### src/rtl/pcpu_muldiv.sv
// pcpu_muldiv: iterative multiply / divide unit for the EX stage.
// Shift-add multiply or restoring divide, one bit per clock, with a
// start/busy/done handshake and a branch-kill flush.
// Optional feature macro: MULDIV_SIGNED_EN (honours signed_op when defined).
module pcpu_muldiv #(
    parameter int DATA_W = 16
) (
    input  logic              clock,
    input  logic              reset,
    input  logic              start,
    input  logic              op,
    input  logic              signed_op,
    input  logic              flush,
    input  logic [DATA_W-1:0] opa,
    input  logic [DATA_W-1:0] opb,
    output logic              busy,
    output logic              done,
    output logic [DATA_W-1:0] result_lo,
    output logic [DATA_W-1:0] result_hi,
    output logic              zf,
    output logic              nf,
    output logic              dz
);

    localparam int CNT_W = $clog2(DATA_W);
    localparam logic [CNT_W-1:0] CNT_LOAD = CNT_W'(DATA_W - 1);

    typedef enum logic [1:0] {
        ST_IDLE = 2'd0,
        ST_CALC = 2'd1,
        ST_DONE = 2'd2
    } state_t;

    function automatic logic [DATA_W-1:0] neg_w(input logic [DATA_W-1:0] v);
        return (~v) + DATA_W'(1'b1);
    endfunction

    function automatic logic [2*DATA_W-1:0] neg_2w(input logic [2*DATA_W-1:0] v);
        return (~v) + (2*DATA_W)'(1'b1);
    endfunction

    state_t              state_r, state_nx_s;
    logic [CNT_W-1:0]    cnt_r;
    logic [2*DATA_W-1:0] acc_r;      // {hi, lo}: product accumulator or {remainder, dividend/quotient}
    logic [DATA_W-1:0]   opnd_r;     // multiplicand (mul) or divisor (div) magnitude
    logic                op_r;
    logic                neg_p_r;    // product / quotient must be negated
    logic                neg_a_r;    // remainder must be negated
    logic                dz_pend_r;  // divide-by-zero accepted, DONE on the next edge
    logic                busy_r, done_r, zf_r, nf_r, dz_r;
    logic [DATA_W-1:0]   result_lo_r, result_hi_r;

    logic                sgn_s;
    logic                dz_s, accept_s, calc_last_s;
    logic                a_neg_s, b_neg_s;
    logic [DATA_W-1:0]   a_mag_s, b_mag_s;
    logic [DATA_W:0]     mul_sum_s, div_rsh_s;
    logic [DATA_W+1:0]   div_diff_s;
    logic [2*DATA_W-1:0] step_s, prod_s;
    logic [DATA_W-1:0]   fin_lo_s, fin_hi_s;

`ifdef MULDIV_SIGNED_EN
    assign sgn_s = signed_op;
`else
    logic unused_signed_op_s;
    assign unused_signed_op_s = signed_op;
    assign sgn_s = 1'b0;
`endif

    assign dz_s        = op && (opb == {DATA_W{1'b0}});
    assign accept_s    = start && !flush && !dz_pend_r &&
                         ((state_r == ST_IDLE) || (state_r == ST_DONE));
    assign calc_last_s = (state_r == ST_CALC) && (cnt_r == {CNT_W{1'b0}});
    assign a_neg_s     = sgn_s && opa[DATA_W-1];
    assign b_neg_s     = sgn_s && opb[DATA_W-1];
    assign a_mag_s     = a_neg_s ? neg_w(opa) : opa;
    assign b_mag_s     = b_neg_s ? neg_w(opb) : opb;

    // One iteration of the datapath plus the sign correction of its final value.
    always_comb begin
        mul_sum_s  = {1'b0, acc_r[2*DATA_W-1:DATA_W]} +
                     (acc_r[0] ? {1'b0, opnd_r} : {(DATA_W+1){1'b0}});
        div_rsh_s  = {acc_r[2*DATA_W-1:DATA_W], acc_r[DATA_W-1]};
        div_diff_s = {1'b0, div_rsh_s} - {2'b00, opnd_r};
        if (op_r) begin
            if (!div_diff_s[DATA_W+1]) begin
                step_s = {div_diff_s[DATA_W-1:0], acc_r[DATA_W-2:0], 1'b1};
            end else begin
                step_s = {div_rsh_s[DATA_W-1:0], acc_r[DATA_W-2:0], 1'b0};
            end
        end else begin
            step_s = {mul_sum_s, acc_r[DATA_W-1:1]};
        end
        prod_s = neg_p_r ? neg_2w(step_s) : step_s;
        if (op_r) begin
            fin_lo_s = neg_p_r ? neg_w(step_s[DATA_W-1:0]) : step_s[DATA_W-1:0];
            fin_hi_s = neg_a_r ? neg_w(step_s[2*DATA_W-1:DATA_W]) : step_s[2*DATA_W-1:DATA_W];
        end else begin
            fin_lo_s = prod_s[DATA_W-1:0];
            fin_hi_s = prod_s[2*DATA_W-1:DATA_W];
        end
    end

    // Next-state logic; flush overrides everything, including a same-cycle start.
    always_comb begin
        state_nx_s = state_r;
        case (state_r)
            ST_IDLE: begin
                if (flush) begin
                    state_nx_s = ST_IDLE;
                end else if (dz_pend_r) begin
                    state_nx_s = ST_DONE;
                end else if (accept_s && !dz_s) begin
                    state_nx_s = ST_CALC;
                end else begin
                    state_nx_s = ST_IDLE;
                end
            end
            ST_CALC: begin
                if (flush) begin
                    state_nx_s = ST_IDLE;
                end else if (calc_last_s) begin
                    state_nx_s = ST_DONE;
                end else begin
                    state_nx_s = ST_CALC;
                end
            end
            ST_DONE: begin
                if (accept_s && !dz_s) begin
                    state_nx_s = ST_CALC;
                end else begin
                    state_nx_s = ST_IDLE;
                end
            end
            default: state_nx_s = ST_IDLE;
        endcase
    end

    // State register with registered busy/done decoded from the next state.
    always_ff @(posedge clock or negedge reset) begin
        if (!reset) begin
            state_r   <= ST_IDLE;
            busy_r    <= 1'b0;
            done_r    <= 1'b0;
            dz_pend_r <= 1'b0;
        end else begin
            state_r   <= state_nx_s;
            busy_r    <= (state_nx_s == ST_CALC);
            done_r    <= (state_nx_s == ST_DONE);
            dz_pend_r <= accept_s && dz_s;
        end
    end

    // Operand capture on acceptance and one iteration per CALC cycle.
    always_ff @(posedge clock or negedge reset) begin
        if (!reset) begin
            cnt_r   <= {CNT_W{1'b0}};
            acc_r   <= {(2*DATA_W){1'b0}};
            opnd_r  <= {DATA_W{1'b0}};
            op_r    <= 1'b0;
            neg_p_r <= 1'b0;
            neg_a_r <= 1'b0;
        end else if (accept_s) begin
            cnt_r   <= CNT_LOAD;
            op_r    <= op;
            neg_p_r <= a_neg_s ^ b_neg_s;
            neg_a_r <= a_neg_s;
            if (dz_s) begin
                acc_r <= {{DATA_W{1'b0}}, opa};
            end else if (op) begin
                acc_r  <= {{DATA_W{1'b0}}, a_mag_s};
                opnd_r <= b_mag_s;
            end else begin
                acc_r  <= {{DATA_W{1'b0}}, b_mag_s};
                opnd_r <= a_mag_s;
            end
        end else if (state_r == ST_CALC) begin
            cnt_r <= cnt_r - CNT_W'(1'b1);
            acc_r <= step_s;
        end else begin
            cnt_r <= cnt_r;
            acc_r <= acc_r;
        end
    end

    // Result registers change only on the edge that enters DONE.
    always_ff @(posedge clock or negedge reset) begin
        if (!reset) begin
            result_lo_r <= {DATA_W{1'b0}};
            result_hi_r <= {DATA_W{1'b0}};
            zf_r        <= 1'b0;
            nf_r        <= 1'b0;
            dz_r        <= 1'b0;
        end else if (calc_last_s && !flush) begin
            result_lo_r <= fin_lo_s;
            result_hi_r <= fin_hi_s;
            zf_r        <= (fin_lo_s == {DATA_W{1'b0}});
            nf_r        <= fin_lo_s[DATA_W-1];
            dz_r        <= 1'b0;
        end else if (dz_pend_r && !flush) begin
            result_lo_r <= {DATA_W{1'b1}};
            result_hi_r <= acc_r[DATA_W-1:0];
            zf_r        <= 1'b0;
            nf_r        <= 1'b1;
            dz_r        <= 1'b1;
        end else begin
            result_lo_r <= result_lo_r;
            result_hi_r <= result_hi_r;
        end
    end

    assign busy      = busy_r;
    assign done      = done_r;
    assign result_lo = result_lo_r;
    assign result_hi = result_hi_r;
    assign zf        = zf_r;
    assign nf        = nf_r;
    assign dz        = dz_r;

endmodule

### config.mk
export PLATFORM = sky130hd
export DESIGN_NAME = pcpu_muldiv
export DESIGN_NICKNAME = d
export VERILOG_FILES = /design/src/rtl/pcpu_muldiv.sv
export SDC_FILE = /design/constraint.sdc
export NUM_CORES = 1
export LEC_CHECK = 0
export ABC_AREA = 1
export BUFFER_PORTS_ARGS = -buffer_cell sky130_fd_sc_hd__buf_2
export CORE_MARGIN = 3
export CORE_UTILIZATION = 45
export CTS_CLUSTER_DIAMETER = 80
export DETAILED_ROUTE_END_ITERATION = 12
export PLACE_DENSITY = 0.7
export SLEW_MARGIN = 20
export SYNTH_ARGS = -nofsm -noshare
export SYNTH_HDL_FRONTEND = slang
export SYNTH_SLANG_ARGS = --single-unit
### constraint.sdc
create_clock -name clock -period 7.6 [get_ports clock]
set_clock_uncertainty 0.05 [all_clocks]
set_input_delay 1.52 -clock clock [delete_from_list [all_inputs] [get_ports clock]]
set_output_delay 1.52 -clock clock [all_outputs]
set_load 0.02 [all_outputs]
==> results.sh <==
export IMPL_status="completed"
export IMPL_cp_arrival_ns=3.99
export IMPL_cp_max_fo=30
export IMPL_multi_input_area_mm2=0.00374
export IMPL_synth_edf_count=0
export IMPL_synth_avg_cell_area_um2=6.78
export IMPL_cp_num_buf_inv=4
export IMPL_io_pins=75
export IMPL_fin_crit_ns=3.79
export IMPL_p_clk_share_pct=18.3
export IMPL_grt_max_degree=71
export IMPL_placed_area_mm2=0.00723
export IMPL_antenna_left=0
export IMPL_die_height_um=129
export IMPL_crit_family="simple AND/OR/NAND/NOR gates"
export IMPL_synth_cells=1001
export IMPL_num_fill_cells=1510
export IMPL_antenna_cells=0
export IMPL_power_internal_w=0.00126
export IMPL_total_leakage_power_nw=4.05
export IMPL_remaining_drc_errors=0
export IMPL_num_rows=44
export IMPL_vias=6731
export IMPL_grt_pass1_wl_um=32300
export IMPL_drive_gt1_share_pct=12.2
export IMPL_hpwl_um=15800
export IMPL_tns_ns=0
export IMPL_critical_path_max_stage_delay_ns=0.64
export IMPL_utilization_pct=51.5
export IMPL_cts_made_buffers=9
export IMPL_gp_congestion=0.932
export IMPL_grt_setup_unrepaired="false"
export IMPL_pwr_share_comb_pct=54.2
export IMPL_drv_cap=0
export IMPL_synth_area_leaders="dfrtp_1 (34%), nand2_1 (18%), inv_1 (8.0%)"
export IMPL_syn_nets=1075
export IMPL_slew_viol_final=0
export IMPL_core_area_mm2=0.0146
export IMPL_nets=1124
export IMPL_clk_path_buf_depth=2
export IMPL_finalSetupViolations=0
export IMPL_post_cts_resize_count=0
export IMPL_cts_tree="built"
export IMPL_hold_end="result_hi[10]"
export IMPL_grt_pass1_vias=6037
export IMPL_layout_area_seq_mm2=0.00230
export IMPL_worstSetupStartpointType="flop"
export IMPL_clock_fmax_ghz=0.264
export IMPL_chipWidth_um=129
export IMPL_crit_chain="nand2_1 -> inv_2 -> nand4_2 -> nor2_4 -> inv_2 -> nand2_2 -> inv_2 -> a32o_1 -> inv_1 -> nand2_1"
export IMPL_wl_um=20300
export IMPL_crit_top_cell="inv_2"
export IMPL_critPathCaptureType="flop"
export IMPL_yosysUniqueCellTypes=44
export IMPL_antenna_found_initial=0
export IMPL_netSwitchingPower_w=0.00119
export IMPL_p_seq_share_pct=27.5
export IMPL_wire_per_inst_um=16.4
export IMPL_final_area_mm2=0.00753
export IMPL_clkLatencyLatePin_ns=0.36
export IMPL_syn2layout_area_growth_pct=11.1
export IMPL_critPathKind="reg2reg"
export IMPL_timing_final_ws_setup_ns=3.81
export IMPL_start_util_pct=46.3
export IMPL_post_route_period_util_pct=49.9
export IMPL_drt_pass1_iter_count=7
export IMPL_hold_violations=0
export IMPL_synth_async_reset_ratio_pct=100
export IMPL_portBuffers=73
export IMPL_dp_slack_ns=3.90
export IMPL_holdCritPathClass="reg2reg"
export IMPL_r2r_slack_ns=3.81
export IMPL_cts_max_level=3
export IMPL_hold_depth=2
export IMPL_synth_largest_area_cell="dfrtp_1"
export IMPL_r2r_cells=10
export IMPL_min_from="result_hi[10]"
export IMPL_yosysWarnings=0
export IMPL_worst_slew_pin_slew_ns=0.852
export IMPL_viasPerCell=5.43
export IMPL_vdd_drop_max_v=0.000159
export IMPL_dieArea_mm2=0.0166
export IMPL_cts_root_buf="clkbuf_16"
export IMPL_hold_buffers=0
export IMPL_clkTransAtPathRegs_ns=0.07
export IMPL_synth_top_area_share_pct=33.9
export IMPL_ys_ff_latch=92
export IMPL_slew_headroom_pct=43.2
export IMPL_drt_iter0_drc=564
export IMPL_slowest_stage="nor2_4"
export IMPL_power_per_cell_area_mw_per_mm2=325
export IMPL_yosysSeqAreaShare_pct=33.9
export IMPL_swShare_pct=48.5
export IMPL_track_usage_pct=25.0
export IMPL_r2r_start="state_r[0]"
export IMPL_hold_slack_ns=0.430
export IMPL_cts_setup_buffers=0
export IMPL_r2r_end="result_hi[6]"
export IMPL_overflow=0
export IMPL_cts_sinks=92
export IMPL_worstPathRequired_ns=7.80
export IMPL_syn_area_mm2=0.00678
export IMPL_synth_flop_cell="dfrtp_1"
==> kinds of logic (layout without fill, tap and decap cells) <==
logic type               count (synthesis)  in the layout  share of synthesized area (%)
AO/OA/AOI/OAI                          167            167                           14.6
buffers and inverters                  191            245                           11.0
XOR/XNOR                                11             11                           1.42
adder cells (fa/ha/maj)                 36             36                           6.86
flip-flops                              92             92                           33.9
AND/OR/NAND/NOR                        504            504                           32.2
==> area by class of cell <==
| type | count | share of cell area (%) |
|---|---|---|
| Clock inverter | 7 | 1.05 |
| Multi-Input combinational cell | 718 | 49.6 |
| Sequential cell | 92 | 30.6 |
| Clock buffer | 9 | 2.99 |
| Inverter | 154 | 7.67 |
| Tap cell | 184 | 3.06 |
| Timing Repair Buffer | 75 | 5.08 |
==> metrics by stage <==
step	cells	total power, W
after floorplan	1001	0.00166
after global routing	1239	0.00265
final	1239	0.00245
after detailed placement	1223	0.00198
after global placement	1223	0.00196
after CTS	1239	0.00243
==> worst min-delay path: stages, from the launching register on <==
cell	delay, ns
dfrtp_1	0.35
nand2_1	0.05
nand2_1	0.05
==> flip-flops by register name, indices dropped and copies added (netlist names) <==
signal	cells
dz_pend_r	1
nf	1
op_r	1
acc_r	32
done	1
zf	1
result_hi	16
opnd_r	16
state_r	2
result_lo	15
dz	1
busy	1
cnt_r	4
==> synthesized netlist by cell type, types with 5 or more instances <==
cell type	n
o221ai_1	9
dfrtp_1	92
or2_2	7
o22a_1	6
a21oi_1	30
buf_2	10
nand4_1	23
o21ai_1	14
clkbuf_1	21
nor2_1	39
nor2_2	5
xor2_1	5
o211ai_1	23
nand3_1	70
xnor2_1	6
ha_1	34
nand2_2	6
o21ai_0	70
inv_2	9
nand2_1	330
inv_1	144
nor3_1	6
==> worst max path at each step <==
stage	from	end	slack, ns	cells past startpoint
after global placement	flush	result_hi[6]	3.91	8
after global routing	state_r[0]	result_hi[6]	3.56	10
after detailed placement	flush	result_hi[6]	3.90	8
after floorplan	op	opnd_r[10]	4.80	10
after CTS	state_r[0]	result_hi[6]	3.88	10
final	state_r[0]	result_hi[6]	3.81	10
==> cell usage in the layout, fill, tap and decap left out, types with 9 or more instances in the layout <==
| master | n |
|---|---|
| o211ai_1 | 23 |
| o221ai_1 | 9 |
| nand2_1 | 330 |
| inv_2 | 9 |
| ha_1 | 34 |
| o21ai_1 | 14 |
| clkbuf_16 | 9 |
| nand4_1 | 23 |
| o21ai_0 | 70 |
| nor2_1 | 39 |
| inv_1 | 144 |
| a21oi_1 | 30 |
| buf_2 | 72 |
| dfrtp_1 | 92 |
| nand3_1 | 70 |
==> power groups by stage <==
stage / combinational (W) / clock, W / sequential [W]
2_1_floorplan: 0.000999 / 0 / 0.000659
3_3_place_gp: 0.00128 / 0 / 0.000679
3_5_place_dp: 0.00130 / 0 / 0.000680
4_1_cts: 0.00131 / 0.000456 / 0.000671
5_1_grt: 0.00148 / 0.000474 / 0.000688
6_report: 0.00133 / 0.000448 / 0.000674
==> per-layer routing <==
layer | up-vias | GRT usage (%) | routed length (µm)
met5 | - | 0 | 0
met4 | 0 | 11.6 | 841
li1 | 3346 | - | -
met3 | 48 | 2.95 | 1240
met2 | 247 | 38.4 | 9190
met1 | 3090 | 35.4 | 9050
Power figures use the tool's default switching activity.
